**config.mk**
```make
export PLATFORM = sky130hd
export DESIGN_NAME = button_event_gen
export DESIGN_NICKNAME = d
export VERILOG_FILES = /design/src/rtl/clock_ctrl_pkg.sv /design/src/rtl/button_debounce.sv /design/src/rtl/button_event_gen.sv
export SDC_FILE = /design/constraint.sdc
export NUM_CORES = 1
export LEC_CHECK = 0
export ABC_AREA = 1
export BUFFER_PORTS_ARGS = -buffer_cell sky130_fd_sc_hd__buf_2
export CORE_ASPECT_RATIO = 1.5
export CORE_MARGIN = 2
export CORE_UTILIZATION = 50
export CTS_BUF_LIST = sky130_fd_sc_hd__clkbuf_4 sky130_fd_sc_hd__clkbuf_8
export DETAILED_ROUTE_END_ITERATION = 10
export GPL_TIMING_DRIVEN = 0
export PLACE_DENSITY = 0.66
export SLEW_MARGIN = 20
export SYNTH_ARGS = -nofsm -noshare
export SYNTH_HDL_FRONTEND = slang
export SYNTH_SLANG_ARGS = --single-unit
```
**constraint.sdc**
```tcl
create_clock -name clk -period 3.05 [get_ports clk]
set_input_delay 0.4575 -clock clk [delete_from_list [all_inputs] [get_ports clk]]
set_output_delay 0.4575 -clock clk [all_outputs]
set_load 0.05 [all_outputs]
```
**src/rtl/clock_ctrl_pkg.sv**
```systemverilog
// Shared types and default timing for the clock-control front end and FSM.
package clock_ctrl_pkg;

    typedef enum logic [1:0] {
        IDLE      = 2'd0,
        PRESSED   = 2'd1,
        LONG_HELD = 2'd2
    } inc_state_t;

    localparam int unsigned CLK_HZ              = 50_000_000;
    localparam int unsigned DEF_DEBOUNCE_CYCLES = CLK_HZ / 100;  // 10 ms
    localparam int unsigned DEF_LONG_CYCLES     = CLK_HZ;        // 1 s
    localparam int unsigned DEF_REPEAT_CYCLES   = CLK_HZ / 4;    // 250 ms

endpackage

```
**src/rtl/button_debounce.sv**
```systemverilog
// Two-flop synchronizer followed by a stable-level debouncer for one raw board input.
module button_debounce
    import clock_ctrl_pkg::*;
#(
    parameter int unsigned DEBOUNCE_CYCLES = DEF_DEBOUNCE_CYCLES
) (
    input  logic clk,
    input  logic rst,
    input  logic raw,
    output logic level
);

    localparam int unsigned CW = $clog2(DEBOUNCE_CYCLES + 1);
    localparam logic [CW-1:0] CNT_LAST = CW'(DEBOUNCE_CYCLES - 1);

    logic          r_sync1;
    logic          r_sync2;
    logic          r_level;
    logic [CW-1:0] r_cnt;

    // The flip happens on the cycle the count would reach DEBOUNCE_CYCLES,
    // so a new level needs exactly DEBOUNCE_CYCLES consecutive differing samples.
    always_ff @(posedge clk) begin
        if (rst) begin
            r_sync1 <= 1'b0;
            r_sync2 <= 1'b0;
            r_level <= 1'b0;
            r_cnt   <= '0;
        end else begin
            r_sync1 <= raw;
            r_sync2 <= r_sync1;
            if (r_sync2 == r_level) begin
                r_cnt <= '0;
            end else if (r_cnt >= CNT_LAST) begin
                r_level <= ~r_level;
                r_cnt   <= '0;
            end else begin
                r_cnt <= r_cnt + CW'(1);
            end
        end
    end

    assign level = r_level;

endmodule

```
**src/rtl/button_event_gen.sv**
```systemverilog
// Board buttons/switch to clean FSM controls: inc_short/inc_long/set pulses and sw level.
// Define AUTO_REPEAT_EN to repeat inc_long every REPEAT_CYCLES while the press is held.
module button_event_gen
    import clock_ctrl_pkg::*;
#(
    parameter int unsigned DEBOUNCE_CYCLES = DEF_DEBOUNCE_CYCLES,
    parameter int unsigned LONG_CYCLES     = DEF_LONG_CYCLES,
    parameter int unsigned REPEAT_CYCLES   = DEF_REPEAT_CYCLES
) (
    input  logic clk,
    input  logic rst,
    input  logic btn_inc,
    input  logic btn_set,
    input  logic btn_sw,
    output logic inc_short,
    output logic inc_long,
    output logic set,
    output logic sw
);

    localparam int unsigned HW = $clog2(LONG_CYCLES + 1);
    localparam logic [HW-1:0] HOLD_LAST = HW'(LONG_CYCLES - 1);

    logic w_inc_lvl;
    logic w_set_lvl;

    button_debounce #(.DEBOUNCE_CYCLES(DEBOUNCE_CYCLES)) u_db_inc (
        .clk   (clk),
        .rst   (rst),
        .raw   (btn_inc),
        .level (w_inc_lvl)
    );

    button_debounce #(.DEBOUNCE_CYCLES(DEBOUNCE_CYCLES)) u_db_set (
        .clk   (clk),
        .rst   (rst),
        .raw   (btn_set),
        .level (w_set_lvl)
    );

    button_debounce #(.DEBOUNCE_CYCLES(DEBOUNCE_CYCLES)) u_db_sw (
        .clk   (clk),
        .rst   (rst),
        .raw   (btn_sw),
        .level (sw)
    );

    logic r_set_prev;

    always_ff @(posedge clk) begin
        if (rst) begin
            r_set_prev <= 1'b0;
            set        <= 1'b0;
        end else begin
            r_set_prev <= w_set_lvl;
            set        <= w_set_lvl & ~r_set_prev;
        end
    end

    inc_state_t    r_state;
    logic [HW-1:0] r_hold;

`ifdef AUTO_REPEAT_EN
    localparam int unsigned RW = $clog2(REPEAT_CYCLES + 1);
    localparam logic [RW-1:0] RPT_LAST = RW'(REPEAT_CYCLES - 1);
    logic [RW-1:0] r_rpt;
`else
    logic w_unused_repeat;
    assign w_unused_repeat = |REPEAT_CYCLES;
`endif

    // r_hold counts debounced-high samples; the long decision fires on the
    // sample that would make it LONG_CYCLES, so it never exceeds HOLD_LAST.
    always_ff @(posedge clk) begin
        if (rst) begin
            r_state   <= IDLE;
            r_hold    <= '0;
            inc_short <= 1'b0;
            inc_long  <= 1'b0;
`ifdef AUTO_REPEAT_EN
            r_rpt     <= '0;
`endif
        end else begin
            inc_short <= 1'b0;
            inc_long  <= 1'b0;
            case (r_state)
                IDLE: begin
                    if (w_inc_lvl) begin
                        r_state <= PRESSED;
                        r_hold  <= HW'(1);
                    end
                end
                PRESSED: begin
                    if (!w_inc_lvl) begin
                        inc_short <= 1'b1;
                        r_state   <= IDLE;
                        r_hold    <= '0;
                    end else if (r_hold >= HOLD_LAST) begin
                        inc_long <= 1'b1;
                        r_state  <= LONG_HELD;
                        r_hold   <= '0;
`ifdef AUTO_REPEAT_EN
                        r_rpt    <= '0;
`endif
                    end else begin
                        r_hold <= r_hold + HW'(1);
                    end
                end
                LONG_HELD: begin
                    if (!w_inc_lvl) begin
                        r_state <= IDLE;
`ifdef AUTO_REPEAT_EN
                    end else if (r_rpt >= RPT_LAST) begin
                        inc_long <= 1'b1;
                        r_rpt    <= '0;
                    end else begin
                        r_rpt <= r_rpt + RW'(1);
`endif
                    end
                end
                default: r_state <= IDLE;
            endcase
        end
    end

endmodule
```
==> results of run 1 <==
power by group through the flow:
stage               registers, uW  logic (uW)  clock network, uW
finish                       1290        34.7                865
global route                 1290        39.3                940
CTS                          1290        35.8                897
detailed placement           1320        35.7                  0
global placement             1320        35.0                  0
floorplan                    1320        24.7                  0
final timing paths:
path | from | endpoint | slack (ps) | cells after the start
worst min-delay path | btn_inc | u_db_inc.r_sync1$_SDFF_PP0_ | 290 | 3
worst min register to register | r_set_prev$_SDFF_PP0_ | set$_SDFF_PP0_ | 400 | 1
worst max-delay path | u_db_inc.r_cnt[0]$_SDFF_PP0_ | u_db_inc.r_cnt[7]$_SDFF_PP0_ | 1250 | 11
worst max register to register | u_db_inc.r_cnt[0]$_SDFF_PP0_ | u_db_inc.r_cnt[7]$_SDFF_PP0_ | 1250 | 11
cell usage after synthesis (2+ instances only):
library cell  count
nand3b_1          2
inv_1           120
a21oi_1           6
nand2_4           4
nand3_1          56
xnor2_1          14
nand2_1         142
o21ai_0           8
nand2_2           4
buf_2             3
o22ai_1           2
nor3_2            4
nand3_2           4
nor2_4            6
xor2_1           44
dfxtp_1          98
ha_1              4
nor2_1          191
buf_6             5
nor3_1           21
nand4_1          31
nor2_2            7
flip-flops by register name, indices dropped and copies added, names as in the netlist:
signal,flops
inc_long,1
set,1
u_db_inc.r_sync2,1
u_db_set.r_sync1,1
u_db_set.r_cnt,19
r_set_prev,1
u_db_sw.r_sync1,1
inc_short,1
u_db_set.level,1
u_db_set.r_sync2,1
r_state,2
u_db_sw.level,1
u_db_inc.level,1
r_hold,26
u_db_sw.r_cnt,19
u_db_sw.r_sync2,1
u_db_inc.r_cnt,19
u_db_inc.r_sync1,1
cell type report:
class                      count  area, sq um
inverter                     120        450.4
clock inverter                 4        51.30
sequential                    98         1962
fill                        1025         4501
clock buffer                  11        145.1
buffer                         9        75.07
timing repair buffer           8        40.04
tap                          141        176.4
multi-input combinational    555         2790
placed cells by master, fill, tap and decap left out, drive strengths merged:
| cell type | n |
|---|---|
| a21boi | 1 |
| a21o | 1 |
| a21oi | 6 |
| buf | 16 |
| bufinv | 1 |
| clkbuf | 12 |
| clkinv | 1 |
| clkinvlp | 1 |
| dfxtp | 98 |
| ha | 4 |
| inv | 121 |
| mux2i | 1 |
| nand2 | 150 |
| nand3 | 60 |
| nand3b | 2 |
| nand4 | 32 |
| nor2 | 204 |
| nor2b | 1 |
| nor3 | 25 |
| o21ai | 8 |
| o22ai | 2 |
| xnor2 | 14 |
| xor2 | 44 |
worst reg2reg max path, delay by kind of cell (launching register included):
kind	cells	cell delay, ps
fa+ha+maj	1	270
buf+inv	3	300
flops	1	400
simple gates	7	730
metrics by stage:
| step | total power, uW | hold WS (ps) | cells | util (%) |
|---|---|---|---|---|
| after floorplan | 1340 | 373.2 | 782 | - |
| after global routing | 2267 | 281.3 | 946 | 55.84 |
| after detailed placement | 1352 | 383.5 | 931 | 53.91 |
| after CTS | 2219 | 268.0 | 946 | 55.84 |
| final | 2186 | 286.0 | 946 | 55.84 |
| after global placement | 1351 | 381.5 | 931 | 53.91 |
per-layer routing:
| metal | wire length [um] | track usage [%] | vias up |
|---|---|---|---|
| met5 | 0 | 0 | - |
| met4 | 304 | 10.05 | 0 |
| met3 | 317 | 3.732 | 26 |
| met2 | 5293 | 35.87 | 69 |
| met1 | 4605 | 23.14 | 2108 |
| li1 | - | - | 2449 |
cells by family (layout without fill, tap and decap cells):
logic type	count (synthesis)	count (layout)	share of synthesized area (%)
mux	1	1	0.1897
flops	98	98	37.17
xor+xnor	58	58	9.625
compound gates	18	18	1.849
simple gates	474	474	40.26
fa+ha+maj	4	4	0.9484
buf+inv	129	152	9.957
==> qor.csv, run 1 <==
stage,metric,value,unit
run_status,outcome,finished clean,
logic_synthesis,synthTopCellsByArea,"dfxtp_1 (37%), nor2_1 (14%), nand2_1 (10%)",
cells_and_area,diodes,0,
logic_synthesis,synth.distinct_cells,28,
timing,tightest_slew,404.7,ps
power,switching_power,481.9,uW
worst_setup_path,worst_path_largest_cell_delay,400,ps
clock_tree,root_buffer,clkbuf_8,
power,ir_drop,0.0002485,V
worst_setup_path,critPathLaunchType,register,
cells_and_area,drive_above_1_share,7.578,%
die,initial_core_util,51.79,%
worst_setup_path,cp.buffers_inverters,3,
logic_synthesis,syn_area_per_cell,6.749,sq um
clock_tree,holdBufCountCts,0,
logic_synthesis,synth_top_cell_area_share,37.17,%
logic_synthesis,ys_ff_latch,98,
clock_tree,clk_latency,380,ps
detailed_routing,drc_errors,0,
power,power_density,384.1,nW/um^2
global_routing,antenna_found_initial,0,
detailed_routing,routed_wirelength,10.52,mm
global_routing,grt_overflow,0,
logic_synthesis,synthFlopType,dfxtp_1,
logic_synthesis,synth_nets,791,
die,die_w,87.89,um
clock_tree,cts_tree,yes,
detailed_routing,vias_per_cell,4.918,
detailed_routing,drtIter0Drc,180,
placed_design,dp_hpwl,8.055,mm
clock_tree,post_cts_buffers,0,
clock_tree,htreeDepth,3,
logic_synthesis,yosys_warnings,0,
timing,clock_skew,13.61,ps
timing,fin_crit_sh,58.99,%
logic_synthesis,netlist.top_cell.by_area,dfxtp_1,
worst_setup_path,path_max_fanout,10,
worst_setup_path,critPathKind,register to register,
worst_setup_path,end_kind,register,
timing,setup_ws,1251,ps
worst_setup_path,arrival,2070,ps
logic_synthesis,synth_cells,782,
logic_synthesis,synth_edf_count,0,
timing,relSlewSlack,73.02,%
logic_synthesis,ys_seq_area_share,37.17,%
timing,report.final.hold_viol_count,0,
logic_synthesis,synth_area,5278,sq um
detailed_routing,wl_per_cell,11.12,um
worst_setup_path,crit_family,simple AND/OR/NAND/NOR gates,
timing,setup_viol,0,
clock_tree,clk_path_buf_depth,2,
detailed_routing,ant_nets,0,
cells_and_area,area_growth,7.824,%
power,p_clk_share,39.6,%
timing,grt_setup_unrepaired,false,
global_routing,track_usage,20.32,%
cells_and_area,finalInstanceArea,5690,sq um
timing,setup-tns-final,0,ps
cells_and_area,nets,810,
detailed_routing,first_pass_iters,5,
die,dieArea,11410,sq um
timing,finalMaxSlewViolations,0,
worst_setup_path,critPathSlowestCell,dfxtp_1,
timing,fmax,0.5558,GHz
die,io_pins,9,
clock_tree,cts_resized,0,
global_routing,grt_pass1_vias,4502,
worst_setup_path,crit_chain,ha_1 > nand2_2 > nor2_4 > inv_1 > nor2_1 > nand3_1 > inv_1 > nor2_2 > nand2_4 > buf_6 > nor2_1,
power,p_int,1704,uW
worst_hold_path,hold_path_class,input pin to register,
logic_synthesis,async_flop_share,0,%
placed_design,portBuffers,8,
die,row_count,45,
timing,min_period,1799,ps
clock_tree,cts.clk_slew.worst_paths,90,ps
power,power_frac_seq,58.8,%
power,leakage,0.002119,uW
die,die_y,129.8,um
global_routing,grt_pass1_wl,18.71,mm
run,drv_cap,0,
placed_design,preCtsSetupSlack,1263,ps
detailed_routing,vias,4652,
placed_design,gp_congestion,0.9012,
global_routing,grt_max_degree,16,
die,coreArea,10190,sq um
power,switching_share,22.05,%
worst_setup_path,crit_required,3320,ps
power,p_comb_share,1.6,%
clock_tree,cts_buffers,9,
placed_design,dpl_cell_area,5494,sq um
clock_tree,cts_num_sinks,98,
(Power assumes the default switching activity.)
==> run 2: changes to the inputs <==
Settings changed: PLACE_DENSITY 0.66 to 0.68.
Clock period 3.05 ns to 1.65 ns, I/O delays scaled along.
==> qor.csv, run 2 (synthesis results as in run 1) <==
stage,metric,value,unit
cells_and_area,finalInstanceArea,5978,sq um
die,row_count,45,
cells_and_area,layout_common_cells,"nor2_1 (184), nand2_1 (141), inv_1 (120)",
cells_and_area,largest_register,r_hold,
worst_setup_path,arrival,1810,ps
worst_setup_path,path_max_fanout,8,
placed_design,dpl_cell_area,5494,sq um
global_routing,grt-busiest-layer,met2,
cells_and_area,drive_above_1_share,13.33,%
global_routing,grt_pass1_vias,4410,
cells_and_area,diodes,0,
worst_setup_path,r2r_cells,11,
worst_hold_path,hold_path_class,input pin to register,
worst_setup_path,rrSetupSlack,110,ps
global_routing,use_met1,22.79,%
detailed_routing,wl_per_cell,11.34,um
timing,fin_crit_sh,93.51,%
worst_setup_path,cp-startpoint,u_db_inc.r_cnt[1]$_SDFF_PP0_,
worst_hold_path,min_from,btn_set,
timing,tightest_slew,399.9,ps
run_status,outcome,finished clean,
clock_tree,htreeDepth,3,
cells_and_area,area_growth,13.28,%
clock_tree,clk_path_buf_depth,2,
timing,fmax,0.6481,GHz
timing,setup_viol,0,
timing,min_period,1543,ps
die,io_pins,9,
clock_tree,holdBufCountCts,0,
cells_and_area,fin_util,58.66,%
clock_tree,cts_buffers,9,
run,drv_cap,0,
clock_tree,cts_num_sinks,98,
worst_setup_path,end_kind,register,
detailed_routing,first_pass_iters,5,
global_routing,antenna_found_initial,0,
timing,report.final.hold_viol_count,0,
die,initial_core_util,51.79,%
die,dieArea,11410,sq um
timing,clock_skew,10.24,ps
cells_and_area,final_common_cell,nor2_1,
placed_design,gp_congestion,0.9417,
clock_tree,clk_latency,380,ps
detailed_routing,vias,4706,
worst_setup_path,critPathKind,register to register,
detailed_routing,drc_errors,0,
placed_design,dp_hpwl,7.900,mm
clock_tree,cts.clk_slew.worst_paths,90,ps
cells_and_area,nets,822,
detailed_routing,ant_nets,0,
global_routing,track_usage,19.85,%
cells_and_area,largest_reg_flops,26,
timing,finalMaxSlewViolations,0,
global_routing,grt_util_met2,34.98,%
global_routing,met3_usage,4.238,%
worst_setup_path,crit_required,1920,ps
power,leakage,0.002205,uW
worst_setup_path,r2r_start,u_db_inc.r_cnt[1]$_SDFF_PP0_,
global_routing,grt_pass1_wl,18.35,mm
power,ir_drop,0.0004296,V
detailed_routing,routed_wirelength,10.87,mm
global_routing,grt_max_degree,17,
timing,relSlewSlack,73.34,%
detailed_routing,vias_per_cell,4.907,
power,power_density,705.2,nW/um^2
worst_setup_path,critPathLaunchType,register,
placed_design,portBuffers,8,
global_routing,grt_overflow,0,
worst_setup_path,regToRegEndpoint,u_db_inc.r_cnt[7]$_SDFF_PP0_,
detailed_routing,drtIter0Drc,200,
die,coreArea,10190,sq um
clock_tree,root_buffer,clkbuf_8,
clock_tree,cts_tree,yes,
worst_setup_path,endpoint,u_db_inc.r_cnt[7]$_SDFF_PP0_,
timing,grt_setup_unrepaired,true,
die,die_w,87.89,um
die,die_y,129.8,um
-- run 2: timing repair --
item / 4_1_cts / 5_1_grt
resized for setup: 9 / 37
buffers inserted: 0 / 11
pin swaps: 0 / 8
endpoints found under the setup margin: 30 / 55
cloned: 0 / 1
-- run 2: area by class of cell --
cell class,instances,area (sq um)
fill,948,4213
multi-input combinational,555,2894
sequential,98,1992
inverter,120,450.4
tap,141,176.4
timing repair buffer,20,160.2
clock buffer,10,137.6
clock inverter,6,88.84
buffer,9,78.83
-- run 2: report_power, final --
| part | total (uW) | leakage [uW] | internal, uW | switching, uW |
|---|---|---|---|---|
| registers | 2380 | 0.000800 | 2370 | 6.89 |
| clock network | 1770 | 0.000109 | 898 | 869 |
| logic | 73.7 | 0.00130 | 31.1 | 42.6 |
-- run 2: critical path, stage by stage (launching register included) --
cell	delay (ps)
dfxtp_2	370
ha_4	170
nand2_2	80
nor2_4	140
inv_1	60
nor2_2	110
nand3_2	90
inv_1	70
nor2_2	50
nand2_4	120
clkbuf_16	160
nor2_1	30
-- run 2: layer usage --
layer  share of wire (%)  vias to the layer above  wire length [um]
met1                  44                     2136              4824
met4                 2.8                        0               305
li1                    -                     2480                 -
met5                   0                        -                 0
met3                 2.5                       26               274
met2                  50                       64              5470
-- run 2: worst min-delay path by stage --
stage,slack [ps],depth (start not counted),end
2_1_floorplan,350,2,u_db_inc.r_sync1$_SDFF_PP0_
3_3_place_gp,380,1,set$_SDFF_PP0_
3_5_place_dp,390,1,set$_SDFF_PP0_
4_1_cts,60,3,u_db_set.r_sync1$_SDFF_PP0_
5_1_grt,70,3,u_db_sw.r_sync1$_SDFF_PP0_
6_report,70,3,u_db_set.r_sync1$_SDFF_PP0_
-- run 2: through the flow --
step / setup TNS (ps) / hold WS, ps / worst slack [ps] / power (uW) / std cells
finish: 0 / 71.25 / 107.0 / 4216 / 959
global route: -254.0 / 65.26 / -29.17 / 4364 / 959
CTS: 0 / 58.19 / 0.1275 / 4268 / 947
detailed placement: -2896 / 386.5 / -132.0 / 2498 / 931
global placement: -2080 / 381.5 / -135.3 / 2498 / 931
floorplan: 0 / 354.5 / 142.9 / 2478 / 782
